File: src/rtl/mem_access_arbiter.sv
// mem_access_arbiter: sequences the shared memory port of the multicycle CPU.
// Three requesters (fetch, data, exception vector) compete for the port.
// Each access holds the address selector for WAIT_CYCLES cycles and is
// followed by a one-cycle acknowledge to the winner.
// Optional build macro: MEM_ARB_ROUND_ROBIN_EN resolves fetch/data ties
// round-robin instead of the fixed data-over-fetch priority.
//
// state  | meaning
// IDLE   | port free, requests sampled and the winner granted
// ACCESS | address/strobe held, wait counter running down
// RESP   | one-cycle ack to the latched winner

module mem_access_arbiter #(
    parameter int unsigned WAIT_CYCLES = 2
) (
    input  logic       clk,
    input  logic       reset,
    input  logic       req_fetch,
    input  logic       req_data,
    input  logic       data_we,
    input  logic       req_exc,
    input  logic [1:0] exc_code,
    output logic [2:0] iord_sel,
    output logic       mem_wr,
    output logic       ack_fetch,
    output logic       ack_data,
    output logic       ack_exc,
    output logic       busy
);

    typedef enum logic [1:0] {IDLE, ACCESS, RESP} state_t;
    typedef enum logic [1:0] {W_FETCH, W_DATA, W_EXC} win_t;

    localparam logic [3:0] CNT_LOAD = 4'(WAIT_CYCLES - 1);

    state_t     state_q, state_d;
    win_t       win_q, win_d;
    logic [3:0] cnt_q, cnt_d;
    logic [2:0] sel_q, sel_d;
    logic       wr_q, wr_d;
    logic       pick_data;

`ifdef MEM_ARB_ROUND_ROBIN_EN
    // ptr_q = 0 means fetch wins the next fetch/data tie
    logic ptr_q, ptr_d;

    // round-robin pointer, flipped by every fetch or data grant
    always_ff @(posedge clk) begin
        if (!reset) ptr_q <= 1'b0;
        else        ptr_q <= ptr_d;
    end

    // tie between fetch and data follows the pointer
    always_comb begin
        ptr_d     = ptr_q;
        pick_data = req_data && (!req_fetch || ptr_q);
        if (state_q == IDLE && !req_exc && (req_data || req_fetch))
            ptr_d = ~ptr_q;
    end
`else
    // data always beats fetch
    always_comb begin
        pick_data = req_data;
    end
`endif

    // state and datapath registers; reset aborts any access in flight
    always_ff @(posedge clk) begin
        if (!reset) begin
            state_q <= IDLE;
            win_q   <= W_FETCH;
            cnt_q   <= 4'd0;
            sel_q   <= 3'd0;
            wr_q    <= 1'b0;
        end else begin
            state_q <= state_d;
            win_q   <= win_d;
            cnt_q   <= cnt_d;
            sel_q   <= sel_d;
            wr_q    <= wr_d;
        end
    end

    // next-state, grant and wait-counter logic
    always_comb begin
        state_d = state_q;
        win_d   = win_q;
        cnt_d   = cnt_q;
        sel_d   = sel_q;
        wr_d    = 1'b0;
        case (state_q)
            IDLE: begin
                if (req_exc || req_data || req_fetch) begin
                    state_d = ACCESS;
                    cnt_d   = CNT_LOAD;
                    if (req_exc) begin
                        win_d = W_EXC;
                        case (exc_code)
                            2'd0:    sel_d = 3'd2;
                            2'd1:    sel_d = 3'd3;
                            default: sel_d = 3'd4;
                        endcase
                    end else if (pick_data) begin
                        win_d = W_DATA;
                        sel_d = 3'd1;
                        wr_d  = data_we;
                    end else begin
                        win_d = W_FETCH;
                        sel_d = 3'd0;
                    end
                end
            end
            ACCESS: begin
                if (cnt_q == 4'd0) state_d = RESP;
                else               cnt_d   = cnt_q - 4'd1;
            end
            RESP: begin
                state_d = IDLE;
            end
            default: begin
                state_d = IDLE;
            end
        endcase
    end

    assign iord_sel  = sel_q;
    assign mem_wr    = wr_q;
    assign busy      = (state_q != IDLE);
    assign ack_fetch = (state_q == RESP) && (win_q == W_FETCH);
    assign ack_data  = (state_q == RESP) && (win_q == W_DATA);
    assign ack_exc   = (state_q == RESP) && (win_q == W_EXC);

endmodule

File: config.mk
export PLATFORM = sky130hd
export DESIGN_NAME = mem_access_arbiter
export DESIGN_NICKNAME = d
export VERILOG_FILES = /design/src/rtl/mem_access_arbiter.sv
export SDC_FILE = /design/constraint.sdc
export NUM_CORES = 1
export LEC_CHECK = 0
export BUFFER_PORTS_ARGS = -buffer_cell sky130_fd_sc_hd__clkbuf_2
export CORE_UTILIZATION = 40
export DETAILED_ROUTE_END_ITERATION = 6
export HOLD_SLACK_MARGIN = 0.08
export PLACE_DENSITY_LB_ADDON = 0.25
export RECOVER_POWER = 50
export SYNTH_ARGS = -nofsm -noshare
export SYNTH_HDL_FRONTEND = slang
export SYNTH_SLANG_ARGS = --single-unit
File: constraint.sdc
create_clock -name clk -period 4.4 [get_ports clk]
set_clock_uncertainty 0.15 [all_clocks]
set_input_delay 0.88 -clock clk [delete_from_list [all_inputs] [get_ports clk]]
set_output_delay 0.88 -clock clk [all_outputs]
set_load 0.05 [all_outputs]
==> results.yml, run 1 <==
synthesis:
  syn_nets: 65
  synth-adder-area-share_pct: 4.444
  ys_seq_area_share_pct: 42.67
  yosys_warnings: 0
  synth.area.top_cells: "dfxtp_1, and4bb_2, ha_1"
  netlist_instances: 55
  synth_cell_type_count: 29
  synth-compound-area-share_pct: 21.56
  synth_simple_gate_area_share_pct: 26.00
  synth.top_cell.area_share_pct: 42.67
  yosysTopAreaCell: "dfxtp_1"
  synth-xor-area-share_pct: 0
  synth_flop_cell: "dfxtp_1"
  synth_seq_cells: 12
  synth_edf_count: 0
  async_flop_share_pct: 0
  muxShareOfSynthArea_pct: 0
  synth_top_family_by_area: "simple AND/OR/NAND/NOR gates"
  syn-cell-area_um2: 563.0
  avgSynthCellArea_um2: 10.24
grt:
  antenna_found_initial: 0
  grt_pass1_vias: 401
  grt_max_degree: 8
  grt_pass1_wl_um: 1642
  grt_overflow: 0
  track_usage_pct: 16.29
min_path:
  holdPathStages: 1
  hold-path-endpoint: "iord_sel[1]$_SDFFE_PN0P_"
  hp-class: "register to register"
  hp-start: "iord_sel[1]$_SDFFE_PN0P_"
timing:
  rsz0062_at_grt: "false"
  relSlewSlack_pct: 67.06
  slew_violations: 0
  tightest_slew_ns: 0.4897
  fin_setup_tns_ns: 0
  period_minus_slack_ns: 2.285
  hold_viol: 0
  finalSetupViolations: 0
  max_freq_mhz: 437.7
  period_share_pct: 51.93
clock_tree:
  cts_setup_buffers: 0
  postCtsResizedCells: 0
  hold_buffers: 0
  clk_path_buf_depth: 2
  cts_tree: "built"
  cts_root_buffer: "clkbuf_4"
  cts_sinks: 12
  clkSlewWorstSetupHoldPaths_ns: 0.07
  cts_buffers: 3
  htree_levels: 1
  clock_latency_ns: 0.27
final_layout:
  final_cell_mix: "clkbuf_2, dfxtp_1, inv_1"
  fillCellCount: 131
  multi_input_area_um2: 286.5
  drive_above_1_share_pct: 30.14
  utilization_pct: 51.83
  syn_to_final_growth_pct: 19.78
  finalNetCount: 84
  final_common_cell: "clkbuf_2"
  seq_area_um2: 240.2
  antenna_cells: 0
placement:
  place.gp.congestion: 0.6923
  port_buffers: 15
  hpwl_um: 884.5
die:
  core.rowCount: 13
  die_w_um: 39.52
  die_area_mm2: 0.001561
  start_util_pct: 43.27
  coreArea_mm2: 0.001301
  dieHeight_um: 39.52
  design.portCount: 16
power:
  vdd_drop_max_mv: 0.2449
  power_frac_seq_pct: 44.8
  pwr-share-comb_pct: 25.3
  p_int_w: 0.0001949
  p_clk_share_pct: 29.9
  powerDensity_mw_per_mm2: 422.2
  p_leak_nw: 0.3138
  swShare_pct: 31.56
  switching_power_w: 0.00008988
worst_setup_path:
  timing.rr.end: "cnt_q[0]$_SDFFE_PN0P_"
  r2r_slack_ns: 2.79
  crit_fanout: 7
  cp.arrival_ns: 1.25
  r2r_start: "cnt_q[0]$_SDFFE_PN0P_"
  cp-end-kind: "output port"
  cp.required_ns: 3.37
  r2r_cells: 5
  worstSetupStartpointType: "register"
  critical_path_class: "register to output port"
routing:
  post-route-drc-count: 0
  num_vias: 487
  wl_per_cell_um: 12.41
  drt_first_pass_iters: 4
  detail_route.vias_per_cell: 5.534
  finalWirelength_um: 1092
  first_iter_violations: 11
  antenna_left: 0
job:
  max_cap_viol_count: 0
status:
  status: "completed"
critical path: stages, from the launching register on:
cell and delay [ns]:
dfxtp_1 0.42, or2_1 0.25, clkbuf_2 0.32
cells in the mapped netlist, drive strengths merged (2+ instances only):
| master | count |
|---|---|
| dfxtp | 12 |
| nor2b | 2 |
| o21a | 2 |
| and2 | 2 |
| nor3b | 2 |
| a21o | 3 |
| inv | 5 |
| a21oi | 3 |
| and4bb | 3 |
| ha | 2 |
| o21ai | 2 |
worst max path at each step:
stage                                  from         to  slack, ns
global placement    state_q[0]$_SDFFE_PN0P_       busy       2.39
finish              state_q[0]$_SDFFE_PN0P_       busy       2.12
detailed placement  state_q[0]$_SDFFE_PN0P_       busy       2.37
global route        state_q[1]$_SDFFE_PN0P_  ack_fetch       2.02
CTS                 state_q[0]$_SDFFE_PN0P_       busy       2.08
floorplan           state_q[1]$_SDFFE_PN0P_  ack_fetch       1.38
power by group through the flow:
stage	Sequential, W	Clock [W]	Combinational, W
3_3_place_gp	0.000129	0	0.0000731
2_1_floorplan	0.000136	0	0.0000516
4_1_cts	0.000127	0.0000871	0.0000737
3_5_place_dp	0.000130	0	0.0000734
5_1_grt	0.000129	0.0000918	0.0000789
6_report	0.000127	0.0000852	0.0000720
per-layer routing:
| metal | vias to the layer above | GRT usage, % | wire (um) |
|---|---|---|---|
| met5 | - | 0 | 0 |
| met4 | 0 | 2.586 | 0 |
| met3 | 0 | 8.523 | 77 |
| met2 | 20 | 26.64 | 558 |
| met1 | 225 | 18.90 | 456 |
| li1 | 242 | - | - |
layout make-up:
cell class / instances / area share [%]
Inverter: 5 / 2.783
Multi-Input combinational cell: 37 / 42.49
Tap cell: 15 / 2.783
Timing Repair Buffer: 15 / 10.95
Sequential cell: 12 / 35.62
Clock buffer: 4 / 5.380
through the flow:
step                      instance area, um2  power [W]  worst slack (ns)  std cells  hold slack, ns
after floorplan                        563.0  0.0001880             1.382         55          0.3061
after global placement                 645.6  0.0002023             2.393         84          0.2922
after detailed placement               645.6  0.0002033             2.374         84          0.2965
after CTS                              681.9  0.0002882             2.082         88          0.3152
after global routing                   674.4  0.0002996             2.016         88          0.3457
final                                  674.4  0.0002847             2.115         88          0.3100
flip-flops by register name, indices dropped and copies added (netlist names):
name / count
mem_wr: 1
win_q: 2
cnt_q: 4
iord_sel: 3
state_q: 2
kinds of logic (layout without fill, tap and decap cells):
kind of cell               count (synthesis)  after routing
AOI/OAI and AO/OA                         16             16
and+or+nand+nor                           19             19
adders and majority gates                  2              2
buffers and inverters                      6             24
DFF                                       12             12
No activity file was read; power rests on OpenSTA's default activity.
==> run 2, diff against run 1 <==
Clock period 4.4 ns to 2.25 ns, I/O delays scaled along.
==> results.yml, run 2 (synthesized netlist as in run 1, its figures left out) <==
final_layout:
  syn_to_final_growth_pct: 18.00
  largest_register_ff_count: 4
  seq_area_um2: 240.2
  multi_input_area_um2: 292.8
  antenna_cells: 0
  fillCellCount: 124
  largest-register: "cnt_q"
  final_cell_mix: "dfxtp_1, clkbuf_2, inv_1"
  drive_above_1_share_pct: 27.78
  finalNetCount: 84
  utilization_pct: 51.06
power:
  p_leak_nw: 0.2992
  powerDensity_mw_per_mm2: 784.1
  p_int_w: 0.0003446
  swShare_pct: 33.85
  power_frac_seq_pct: 48.0
  p_clk_share_pct: 25.1
  vdd_drop_max_mv: 0.4232
  switching_power_w: 0.0001764
  pwr-share-comb_pct: 26.9
timing:
  period_minus_slack_ns: 1.996
  fin_setup_tns_ns: 0
  hold_viol: 0
  tightest_slew_ns: 0.6008
  relSlewSlack_pct: 60.12
  slew_violations: 0
  period_share_pct: 88.72
  finalSetupViolations: 0
  max_freq_mhz: 500.9
  rsz0062_at_grt: "false"
clock_tree:
  cts_root_buffer: "clkbuf_4"
  cts_buffers: 3
  postCtsResizedCells: 0
  clock_latency_ns: 0.27
  clkSlewWorstSetupHoldPaths_ns: 0.07
  htree_levels: 1
  hold_buffers: 0
  clk_path_buf_depth: 2
  cts_tree: "built"
  cts_setup_buffers: 0
  cts_sinks: 12
worst_setup_path:
  cp.required_ns: 1.65
  critical_path_class: "register to output port"
  cp-end-kind: "output port"
  crit_fanout: 7
  cp.arrival_ns: 1.40
  worstSetupStartpointType: "register"
routing:
  num_vias: 482
  antenna_left: 0
  drt_first_pass_iters: 2
  detail_route.vias_per_cell: 5.540
  post-route-drc-count: 0
  first_iter_violations: 4
  finalWirelength_um: 1032
  wl_per_cell_um: 11.86
grt:
  antenna_found_initial: 0
  grt_max_degree: 8
  grt_overflow: 0
  grt_pass1_wl_um: 1704
  grt_pass1_vias: 391
  track_usage_pct: 17.73
die:
  design.portCount: 16
  die_w_um: 39.52
  die_area_mm2: 0.001561
  core.rowCount: 13
  start_util_pct: 43.27
  dieHeight_um: 39.52
  coreArea_mm2: 0.001301
min_path:
  hp-class: "input pin to register"
placement:
  place.gp.congestion: 0.6937
  port_buffers: 15
  hpwl_um: 807.4
job:
  max_cap_viol_count: 0
status:
  status: "completed"
-- run 2: cell count changes in the layout (fill, tap and decap cells not counted) --
cell      change
clkbuf_1      +2
clkbuf_2      -2
clkbuf_8      -1
nor4b_1       -1
nor4b_2       +1
or2_0         +1
or2_1         -1
-- run 2: path summary, 6_finish.rpt --
check,start,to,slack [ns],depth (start not counted)
min,data_we,mem_wr$_SDFF_PP0_,0.23,2
min reg2reg,iord_sel[1]$_SDFFE_PN0P_,iord_sel[1]$_SDFFE_PN0P_,0.31,1
max,state_q[0]$_SDFFE_PN0P_,busy,0.25,2
max reg2reg,cnt_q[0]$_SDFFE_PN0P_,state_q[0]$_SDFFE_PN0P_,0.64,5
-- run 2: power groups by stage --
stage               registers (W)  clock network (W)  logic, W
floorplan                0.000268                  0  0.000101
global placement         0.000254                  0  0.000144
detailed placement       0.000254                  0  0.000142
CTS                      0.000250           0.000135  0.000143
global route             0.000252           0.000143  0.000156
finish                   0.000250           0.000131  0.000140
-- run 2: metal layers --
| metal | global-route usage (%) | part of all wire (%) | wire, um |
|---|---|---|---|
| met2 | 23.77 | 44 | 451 |
| met4 | 15.52 | 4.0 | 41 |
| met5 | 0 | 0 | 0 |
| met1 | 21.38 | 48 | 492 |
| met3 | 6.818 | 4.5 | 46 |
-- run 2: cell type report --
cell class                 count  share of cell area [%]
clock buffer                   3                   3.390
inverter                       5                   2.825
multi-input combinational     37                   44.07
sequential                    12                   36.16
tap                           15                   2.825
timing repair buffer          15                   10.73
-- run 2: worst max-delay path: stages (launching register included) --
cell,delay [ns]
dfxtp_1,0.44
or2_0,0.33
clkbuf_2,0.34
-- run 2: metrics by stage --
step | worst slack, ns | cell area, um2 | hold WS [ns] | instances | power [W]
final | 0.2537 | 664.4 | 0.2303 | 87 | 0.0005210
after global routing | 0.1543 | 664.4 | 0.2257 | 87 | 0.0005515
after CTS | 0.3411 | 674.4 | 0.2272 | 87 | 0.0005273
after detailed placement | 0.6517 | 651.9 | 0.2940 | 84 | 0.0003968
after global placement | 0.6474 | 651.9 | 0.2928 | 84 | 0.0003975
after floorplan | 0.3559 | 569.3 | 0.3128 | 55 | 0.0003694
